$ cat src/rtl/reg_bank_write_arbiter_pkg.sv
// Shared types and helpers for the register-bank write arbiter.
package reg_bank_write_arbiter_pkg;

  // Widest bank this helper set supports (NREG up to 16).
  localparam int MAX_NREG = 16;
  localparam int MAX_AW   = 4;

  // Arbiter modes: normal round-robin arbitration, or whole-bank clear sweep.
  typedef enum logic {
    ST_ARB   = 1'b0,
    ST_SWEEP = 1'b1
  } state_t;

  // Index width for n entries; never narrower than one bit.
  function automatic int addr_width(input int n);
    return (n <= 2) ? 1 : $clog2(n);
  endfunction

  // One-hot decode of a register address; callers truncate to their bank size.
  function automatic logic [MAX_NREG-1:0] onehot(input logic [MAX_AW-1:0] addr);
    return {{(MAX_NREG-1){1'b0}}, 1'b1} << addr;
  endfunction

endpackage

$ cat src/rtl/reg_bank_write_arbiter_rr_priority_picker.sv
// Round-robin priority picker: finds the first set request strictly after
// the pointer, searching upward with wrap-around. Purely combinational.
module rr_priority_picker
  import reg_bank_write_arbiter_pkg::*;
#(
  parameter int NREQ = 4,
  parameter int PW   = addr_width(NREQ)
) (
  input  logic [NREQ-1:0] i_req,
  input  logic [PW-1:0]   i_ptr,
  output logic [PW-1:0]   o_winner,
  output logic            o_valid
);

  // Requests rotated so that bit 0 is requester (ptr+1) mod NREQ.
  logic [NREQ-1:0] w_rot;

  assign w_rot = NREQ'({i_req, i_req} >> (int'(i_ptr) + 1));

  // Lowest set bit of the rotated vector is the winner; map it back.
  always_comb begin
    o_valid  = 1'b0;
    o_winner = '0;
    for (int j = 0; j < NREQ; j++) begin
      if (!o_valid && w_rot[j[PW-1:0]]) begin
        o_valid  = 1'b1;
        o_winner = PW'((int'(i_ptr) + 1 + j) % NREQ);
      end
    end
  end

endmodule

$ cat src/rtl/reg_bank_write_arbiter.sv
// Shares the single write path of a register bank between NREQ requesters.
// Round-robin arbitration issues at most one write per cycle; a bank_clr
// pulse starts a sweep that clears every register, one per cycle.
//
// Handshake: a requester raises req[i] with its addr/data/clr and holds them
// stable until gnt[i] is seen; it drops req[i] during the gnt cycle. A req
// still high at the following edge counts as a new request. Grants to
// different requesters may follow each other on consecutive cycles.
module reg_bank_write_arbiter
  import reg_bank_write_arbiter_pkg::*;
#(
  parameter  int NREQ = 4,
  parameter  int NREG = 4,
  parameter  int W    = 8,
  localparam int AW   = addr_width(NREG),
  localparam int PW   = addr_width(NREQ)
) (
  input  logic              CLK,
  input  logic              CLR,
  input  logic [NREQ-1:0]   req,
  input  logic [NREQ*AW-1:0] req_addr,
  input  logic [NREQ*W-1:0] req_data,
  input  logic [NREQ-1:0]   req_clr,
  input  logic              bank_clr,
  output logic [NREQ-1:0]   gnt,
  output logic [NREG-1:0]   reg_en,
  output logic              reg_clr,
  output logic [W-1:0]      reg_d,
  output logic              busy,
  output logic              dbg_state
);

  state_t          r_state;
  logic [PW-1:0]   r_ptr;
  logic [AW-1:0]   r_idx;
  logic [NREQ-1:0] r_gnt;
  logic [NREG-1:0] r_reg_en;
  logic            r_reg_clr;
  logic [W-1:0]    r_reg_d;
  logic            r_busy;

  state_t          w_state_nxt;
  logic [PW-1:0]   w_ptr_nxt;
  logic [AW-1:0]   w_idx_nxt;
  logic [NREQ-1:0] w_gnt_nxt;
  logic [NREG-1:0] w_en_nxt;
  logic            w_clr_nxt;
  logic [W-1:0]    w_d_nxt;
  logic            w_busy_nxt;

  logic [PW-1:0]   w_winner;
  logic            w_valid;
  logic [AW-1:0]   w_addr_arr [NREQ];
  logic [W-1:0]    w_data_arr [NREQ];

  // Unpack the flat per-requester address and data buses.
  for (genvar g = 0; g < NREQ; g++) begin : g_unpack
    assign w_addr_arr[g] = req_addr[g*AW +: AW];
    assign w_data_arr[g] = req_data[g*W +: W];
  end

  rr_priority_picker #(
    .NREQ (NREQ),
    .PW   (PW)
  ) u_picker (
    .i_req    (req),
    .i_ptr    (r_ptr),
    .o_winner (w_winner),
    .o_valid  (w_valid)
  );

  // Next state and next registered outputs; reg_d holds when nothing is written.
  always_comb begin
    w_state_nxt = r_state;
    w_ptr_nxt   = r_ptr;
    w_idx_nxt   = r_idx;
    w_gnt_nxt   = '0;
    w_en_nxt    = '0;
    w_clr_nxt   = 1'b0;
    w_d_nxt     = r_reg_d;
    w_busy_nxt  = 1'b0;
    case (r_state)
      ST_ARB: begin
        if (bank_clr) begin
          // Sweep wins over pending requests, which simply keep waiting.
          w_state_nxt = ST_SWEEP;
          w_idx_nxt   = '0;
        end else if (w_valid) begin
          w_gnt_nxt = NREQ'(1) << w_winner;
          w_en_nxt  = NREG'(onehot(MAX_AW'(w_addr_arr[w_winner])));
          w_clr_nxt = req_clr[w_winner];
          w_d_nxt   = req_clr[w_winner] ? '0 : w_data_arr[w_winner];
          w_ptr_nxt = w_winner;
        end
      end
      ST_SWEEP: begin
        // bank_clr is ignored here; the pointer is left alone.
        w_en_nxt   = NREG'(onehot(MAX_AW'(r_idx)));
        w_clr_nxt  = 1'b1;
        w_d_nxt    = '0;
        w_busy_nxt = 1'b1;
        w_idx_nxt  = r_idx + 1'b1;
        if (r_idx == AW'(NREG - 1)) begin
          w_state_nxt = ST_ARB;
        end
      end
      default: w_state_nxt = ST_ARB;
    endcase
  end

  // State and output registers; CLR aborts any sweep in progress.
  always_ff @(posedge CLK) begin
    if (CLR) begin
      r_state   <= ST_ARB;
      r_ptr     <= PW'(NREQ - 1);
      r_idx     <= '0;
      r_gnt     <= '0;
      r_reg_en  <= '0;
      r_reg_clr <= 1'b0;
      r_reg_d   <= '0;
      r_busy    <= 1'b0;
    end else begin
      r_state   <= w_state_nxt;
      r_ptr     <= w_ptr_nxt;
      r_idx     <= w_idx_nxt;
      r_gnt     <= w_gnt_nxt;
      r_reg_en  <= w_en_nxt;
      r_reg_clr <= w_clr_nxt;
      r_reg_d   <= w_d_nxt;
      r_busy    <= w_busy_nxt;
    end
  end

  assign gnt       = r_gnt;
  assign reg_en    = r_reg_en;
  assign reg_clr   = r_reg_clr;
  assign reg_d     = r_reg_d;
  assign busy      = r_busy;
  assign dbg_state = r_state;

endmodule

$ cat config.mk
export PLATFORM = sky130hd
export DESIGN_NAME = reg_bank_write_arbiter
export DESIGN_NICKNAME = d
export VERILOG_FILES = /design/src/rtl/reg_bank_write_arbiter_pkg.sv /design/src/rtl/reg_bank_write_arbiter_rr_priority_picker.sv /design/src/rtl/reg_bank_write_arbiter.sv
export SDC_FILE = /design/constraint.sdc
export NUM_CORES = 1
export LEC_CHECK = 0
export CORE_UTILIZATION = 39
export DETAILED_ROUTE_END_ITERATION = 10
export HOLD_SLACK_MARGIN = 0.12
export PLACE_DENSITY = 0.8
export SYNTH_ARGS = -nofsm -noshare
export SYNTH_HDL_FRONTEND = slang
export SYNTH_HIERARCHICAL = 1
export SYNTH_SLANG_ARGS = --single-unit
export TNS_END_PERCENT = 100
$ cat constraint.sdc
create_clock -name CLK -period 2.3 [get_ports CLK]
set_input_delay 0.345 -clock CLK [delete_from_list [all_inputs] [get_ports CLK]]
set_output_delay 0.345 -clock CLK [all_outputs]
set_load 0.01 [all_outputs]
==> metrics.csv, run 1 <==
metric,value,unit
status,completed,
count of buffer and inverter cells on the critical path,1,
Final Slew Violations,0,
number of nets still failing antenna checks after routing,0,
Setup CP Type,primary input to register,
sequential element share of the synthesized area,35.11,%
period utilization,96.16,%
reg2reg setup slack,130,ps
NetSw,0.2652,mW
Register-to-Register Path Depth,6,
RSZ-0062 raised after global routing,true,
WL/cell,15.70,um
CTS Buffer Depth,2,
DRT iter0 DRCs,43,
post-placement cell count,232,
post-placement cell area,2051,um2
"CP delay by family, top",simple AND/OR/NAND/NOR gates,
iteration count of the initial detailed-routing pass,4,
Layout Cells excl Fill,236,
Final #Nets,248,
DIE WIDTH,59.99,um
ant diodes,0,
combinational fraction of design power,34.4,%
Clk pwr share,19.8,%
Core Region,3128,um2
Crit Reg-Reg Endpoint,reg_d[5]$_SDFFE_PP0P_,
synth-to-layout area growth,59.35,%
largest fanout on the critical path,9,
WP data required,2560,ps
Crit path arrival time,2470,ps
slew margin rel.,64.35,%
# rows,20,
PwrDens,460.6,nW/um2
drt drc,0,
Internal Dissipation,0.6973,mW
via/cell ratio,5.250,
Syn Nets,176,
fin crit period,2212,ps
Die Span Y,59.99,um
CP Capture Type,register,
GRT Residual Overflow,0,
PortBufs,69,
post-route cell area,2090,um2
Synth Register Bits,23,
worst slew pin tran,534.1,ps
routability-driven placement congestion ratio,0.8147,
global-route wire length before repair,5727,um
routed wire length,3705,um
vias in the first global route,1256,
fmax,452.1,MHz
crit start category,primary input,
highest ir drop seen on vdd,0.2105,mV
Leakage,0.7729,nW
CTS tree,built,
via count of the routed design,1239,
share of layout cells above drive strength 1,10.94,%
Net Sw Frac,27.56,%
Ports,70,
Clock Latency Late Sink,320,ps
Final Hold Fails,0,
Post-DP HPWL,2965,um
Yosys warning count,6,
CTS Buf Count,3,
Mapped Cells,121,
Worst Skew,6.581,ps
Setup TNS,0,ps
Root Driver,clkbuf_4,
# hold bufs at CTS,0,
initial antenna violation count,0,
largest net degree at the start of global routing,20,
worst hold endpoint,reg_d[5]$_SDFFE_PP0P_,
CTS sink cnt,23,
HP Class,register to register,
Worst R2R Start,r_ptr[1]$_SDFFE_PP1P_,
synth unique cells,32,
die area,3598,um2
"Clk pin slew, worst setup/hold paths",130,ps
max incr delay on CP,630,ps
Mapped Area,1311,um2
cells along the critical path,clkdlybuf4s50_1 -> and2b_1 -> a21oi_2 -> o221ai_2 -> mux4_2 -> or3b_1 -> a21oi_1,
max cap viols,0,
initial core utilization,41.92,%
utilization after layout,66.80,%
share of total power in sequential cells,45.7,%
htree depth,1,
worst hold stages,2,
hold path startpoint,reg_d[5]$_SDFFE_PP0P_,
GRT Total Usage,22.02,%
setup violators final,0,
synthesized area per cell,10.84,um2
CP max stage cell,mux4_2,
## through the flow
step	power [mW]	hold WS, ps	worst slack, ps
2_1_floorplan	0.6204	439.5	316.2
3_3_place_gp	0.7652	479.2	-164.5
3_5_place_dp	0.7763	485.1	-318.7
4_1_cts	0.9630	506.1	5.580
5_1_grt	1.009	527.0	-6.367
6_report	0.9625	502.1	88.26
## logic make-up after synthesis
group,synth area share (%)
fa+ha+maj,3.817
flops,35.11
simple gates,24.52
compound gates,9.065
buf+inv,5.629
mux,21.85
## Yosys cell counts (all sizes together)
library cell	number	area share [%]
and2b	1	0.57
nor3	1	0.38
nor2	6	1.7
nor3b	3	1.7
nor4b	2	1.3
buf	6	2.9
dfxtp	23	35
o221ai	1	1.1
inv	4	1.1
ha	4	3.8
a22o	1	0.67
nand2	8	2.3
nand2b	4	1.9
clkbuf	3	1.6
nor2b	1	0.48
mux2i	2	1.5
o41ai	1	0.67
or3b	9	6.2
a31oi	2	0.95
mux4	11	20
and4b	1	0.76
nand3b	11	6.3
nand3	1	0.38
a21oi	14	5.6
nor4	1	0.48
## registers in the layout (all words and copies together) (netlist names)
name / count
busy: 1
dbg_state: 1
r_ptr: 2
reg_en: 4
gnt: 4
reg_clr: 1
r_idx: 2
reg_d: 8
## power by group through the flow
stage | Clock [mW] | Combinational, mW | Sequential, mW
6_report | 0.191 | 0.331 | 0.440
5_1_grt | 0.213 | 0.352 | 0.443
4_1_cts | 0.194 | 0.329 | 0.440
3_5_place_dp | 0 | 0.327 | 0.449
3_3_place_gp | 0 | 0.317 | 0.448
2_1_floorplan | 0 | 0.168 | 0.453
## metal layers
metal  share of wire (%)  global-route usage, %  wire length, um  vias up
met2                  52                  37.94             1939       55
li1                    -                      -                -      596
met3                 4.7                  2.597              173       10
met1                  40                  27.27             1486      578
met4                 2.8                  10.30              105        0
met5                   0                      0                0        -
## worst min-delay path, cell delays in order, from the launching register on
cell and delay [ps]:
dfxtp_1 340, nand3b_1 80, a21oi_1 60
## final cells by class
| cell class | count | area [um2] |
|---|---|---|
| clock buffer | 3 | 22.52 |
| multi-input combinational | 85 | 784.5 |
| inverter | 4 | 15.01 |
| tap | 44 | 55.05 |
| sequential | 23 | 460.4 |
| fill | 258 | 1039 |
| clock inverter | 1 | 5.005 |
| timing repair buffer | 76 | 747.0 |
## repair_timing
action                                  in CTS  in global routing
buffers inserted                             0                  0
endpoints found under the setup margin       0                  1
gates resized for setup                      0                  2
hold endpoints to repair                     0                  0
## cell usage in the layout (no fill, tap or decap), types with 2 or more instances in the layout
master	n
nor3b_1	3
ha_1	4
a21oi_1	13
dfxtp_1	23
a31oi_1	2
nor2_1	6
nand2b_1	4
mux4_1	5
clkdlybuf4s50_1	69
clkbuf_4	3
inv_1	4
mux4_2	6
nand2_1	8
buf_4	6
mux2i_1	2
nand3b_1	11
nor4b_1	2
or3b_1	8
## worst max-delay path by stage
stage	depth (start not counted)	start	endpoint
floorplan	7	req[2]	reg_d[0]$_SDFFE_PP0P_
global placement	7	req[2]	reg_d[5]$_SDFFE_PP0P_
detailed placement	7	req[2]	reg_en[0]$_SDFF_PP0_
CTS	7	req[2]	reg_en[0]$_SDFF_PP0_
global route	7	req[2]	reg_d[0]$_SDFFE_PP0P_
finish	7	req[2]	reg_d[5]$_SDFFE_PP0P_
Power figures use the tool's default switching activity.
==> run 2: changes to the inputs <==
- PLACE_DENSITY: 0.8 -> 0.89
==> run 2 against run 1 <==
Against the previous run: count of clock-buffer cells in the layout unchanged; fmax down 2.0%; total power up 0.36%; via count up 2.4%; flip-flop and latch count unchanged; clock skew up 4.5 ps; non-clock buffer count down 2; setup slack worse by 46 ps; die area unchanged; sequential share of layout area down 0.14 points.
==> metrics.csv, run 2 (synthesis gave the netlist of run 1 again) <==
metric,value,unit
Ports,70,
CP Capture Type,register,
CTS Buf Count,3,
"Clk pin slew, worst setup/hold paths",130,ps
setup bufs post-CTS,0,
routability-driven placement congestion ratio,0.8299,
Layout Cells excl Fill,235,
Root Driver,clkbuf_4,
largest fanout on the critical path,10,
Core Region,3128,um2
die area,3598,um2
hold path startpoint,reg_d[4]$_SDFFE_PP0P_,
WP data required,2530,ps
Clock Latency Late Sink,320,ps
via/cell ratio,5.400,
Worst Skew,11.06,ps
Worst R2R Start,r_ptr[1]$_SDFFE_PP1P_,
drt drc,0,
synth-to-layout area growth,60.40,%
worst slew pin tran,660.8,ps
Pwr Total,0.9660,mW
post-route cell area,2103,um2
CP max stage cell,mux4_2,
post-placement cell area,2036,um2
Final Hold Fails,0,
# hold bufs at CTS,0,
vias in the first global route,1242,
CTS sink cnt,23,
"CP delay by family, top",buffers and inverters,
post-placement cell count,230,
GRT Residual Overflow,0,
count of buffer and inverter cells on the critical path,2,
CP startpoint,req[2],
Final #Nets,247,
CTS Buffer Depth,2,
DRT iter0 DRCs,52,
setup violators final,0,
Final Slew Violations,0,
Crit path arrival time,2480,ps
initial core utilization,41.92,%
CTS resizes,0,
Post-DP HPWL,2662,um
initial antenna violation count,0,
GRT Total Usage,19.86,%
highest ir drop seen on vdd,0.1990,mV
RSZ-0062 raised after global routing,true,
via count of the routed design,1269,
fin crit period,2258,ps
# rows,20,
routed wire length,3574,um
Setup TNS,0,ps
crit start category,primary input,
Die Span Y,59.99,um
Leakage,0.7737,nW
PortBufs,69,
global-route wire length before repair,5292,um
fmax,442.9,MHz
Largest register FFs,8,
cells along the critical path,clkdlybuf4s50_1 -> and2b_1 -> a21oi_2 -> o221ai_4 -> buf_4 -> mux4_2 -> o41ai_1,
largest net degree at the start of global routing,20,
most frequent cells in the layout,"clkdlybuf4s50_1 (68), dfxtp_1 (23), a21oi_1 (12)",
max incr delay on CP,550,ps
WL/cell,15.21,um
status,completed,
iteration count of the initial detailed-routing pass,4,
CTS tree,built,
ant diodes,0,
share of layout cells above drive strength 1,10.47,%
period utilization,98.17,%
"commonest non-fill, non-tap cell in the layout",clkdlybuf4s50_1,
slew margin rel.,55.85,%
setup ws final,42.03,ps
htree depth,1,
number of nets still failing antenna checks after routing,0,
PwrDens,459.3,nW/um2
HP Class,register to register,
post-place setup slack,-241.1,ps
DIE WIDTH,59.99,um
Setup CP Type,primary input to register,
max cap viols,0,
[run 2: power by group]
part	internal, mW	total, mW	leakage (nW)	switching [mW]
registers	0.421	0.441	0.188	0.0194
logic	0.213	0.339	0.568	0.126
clock network	0.0651	0.186	0.0177	0.121
[run 2: layout make-up]
class                   count  area [um2]
clock inverters             1       5.005
clock buffers               3       22.52
repair buffers             74       730.7
multi-input cells          86       814.5
flip-flops and latches     23       460.4
inverters                   4       15.01
well taps                  44       55.05
fillers                   245        1025
[run 2: metal layers]
layer / share of wire, % / track usage (%)
met3: 6.4 / 3.030
met2: 51 / 38.10
met5: 0 / 0
met4: 1.4 / 7.309
met1: 41 / 21.65
[run 2: path summary, 6_finish.rpt]
kind / end / slack [ps] / cells past startpoint
worst min-delay path: reg_d[4]$_SDFFE_PP0P_ / 500 / 2
worst max register to register: reg_en[0]$_SDFF_PP0_ / 110 / 6
worst min register to register: reg_d[4]$_SDFFE_PP0P_ / 500 / 2
worst max-delay path: reg_en[0]$_SDFF_PP0_ / 40 / 7
[run 2: worst register-to-register path, delay by kind of cell (launching register included)]
kind	cells	cell delay [ps]
mux	1	560
flops	1	470
simple gates	1	160
compound gates	3	660
buf+inv	1	260
[run 2: stage by stage]
step	utilization, %	hold WS, ps
after floorplan	-	439.5
after global placement	65.08	478.7
after detailed placement	65.08	476.5
after CTS	65.96	496.2
after global routing	67.24	520.9
final	67.24	501.6
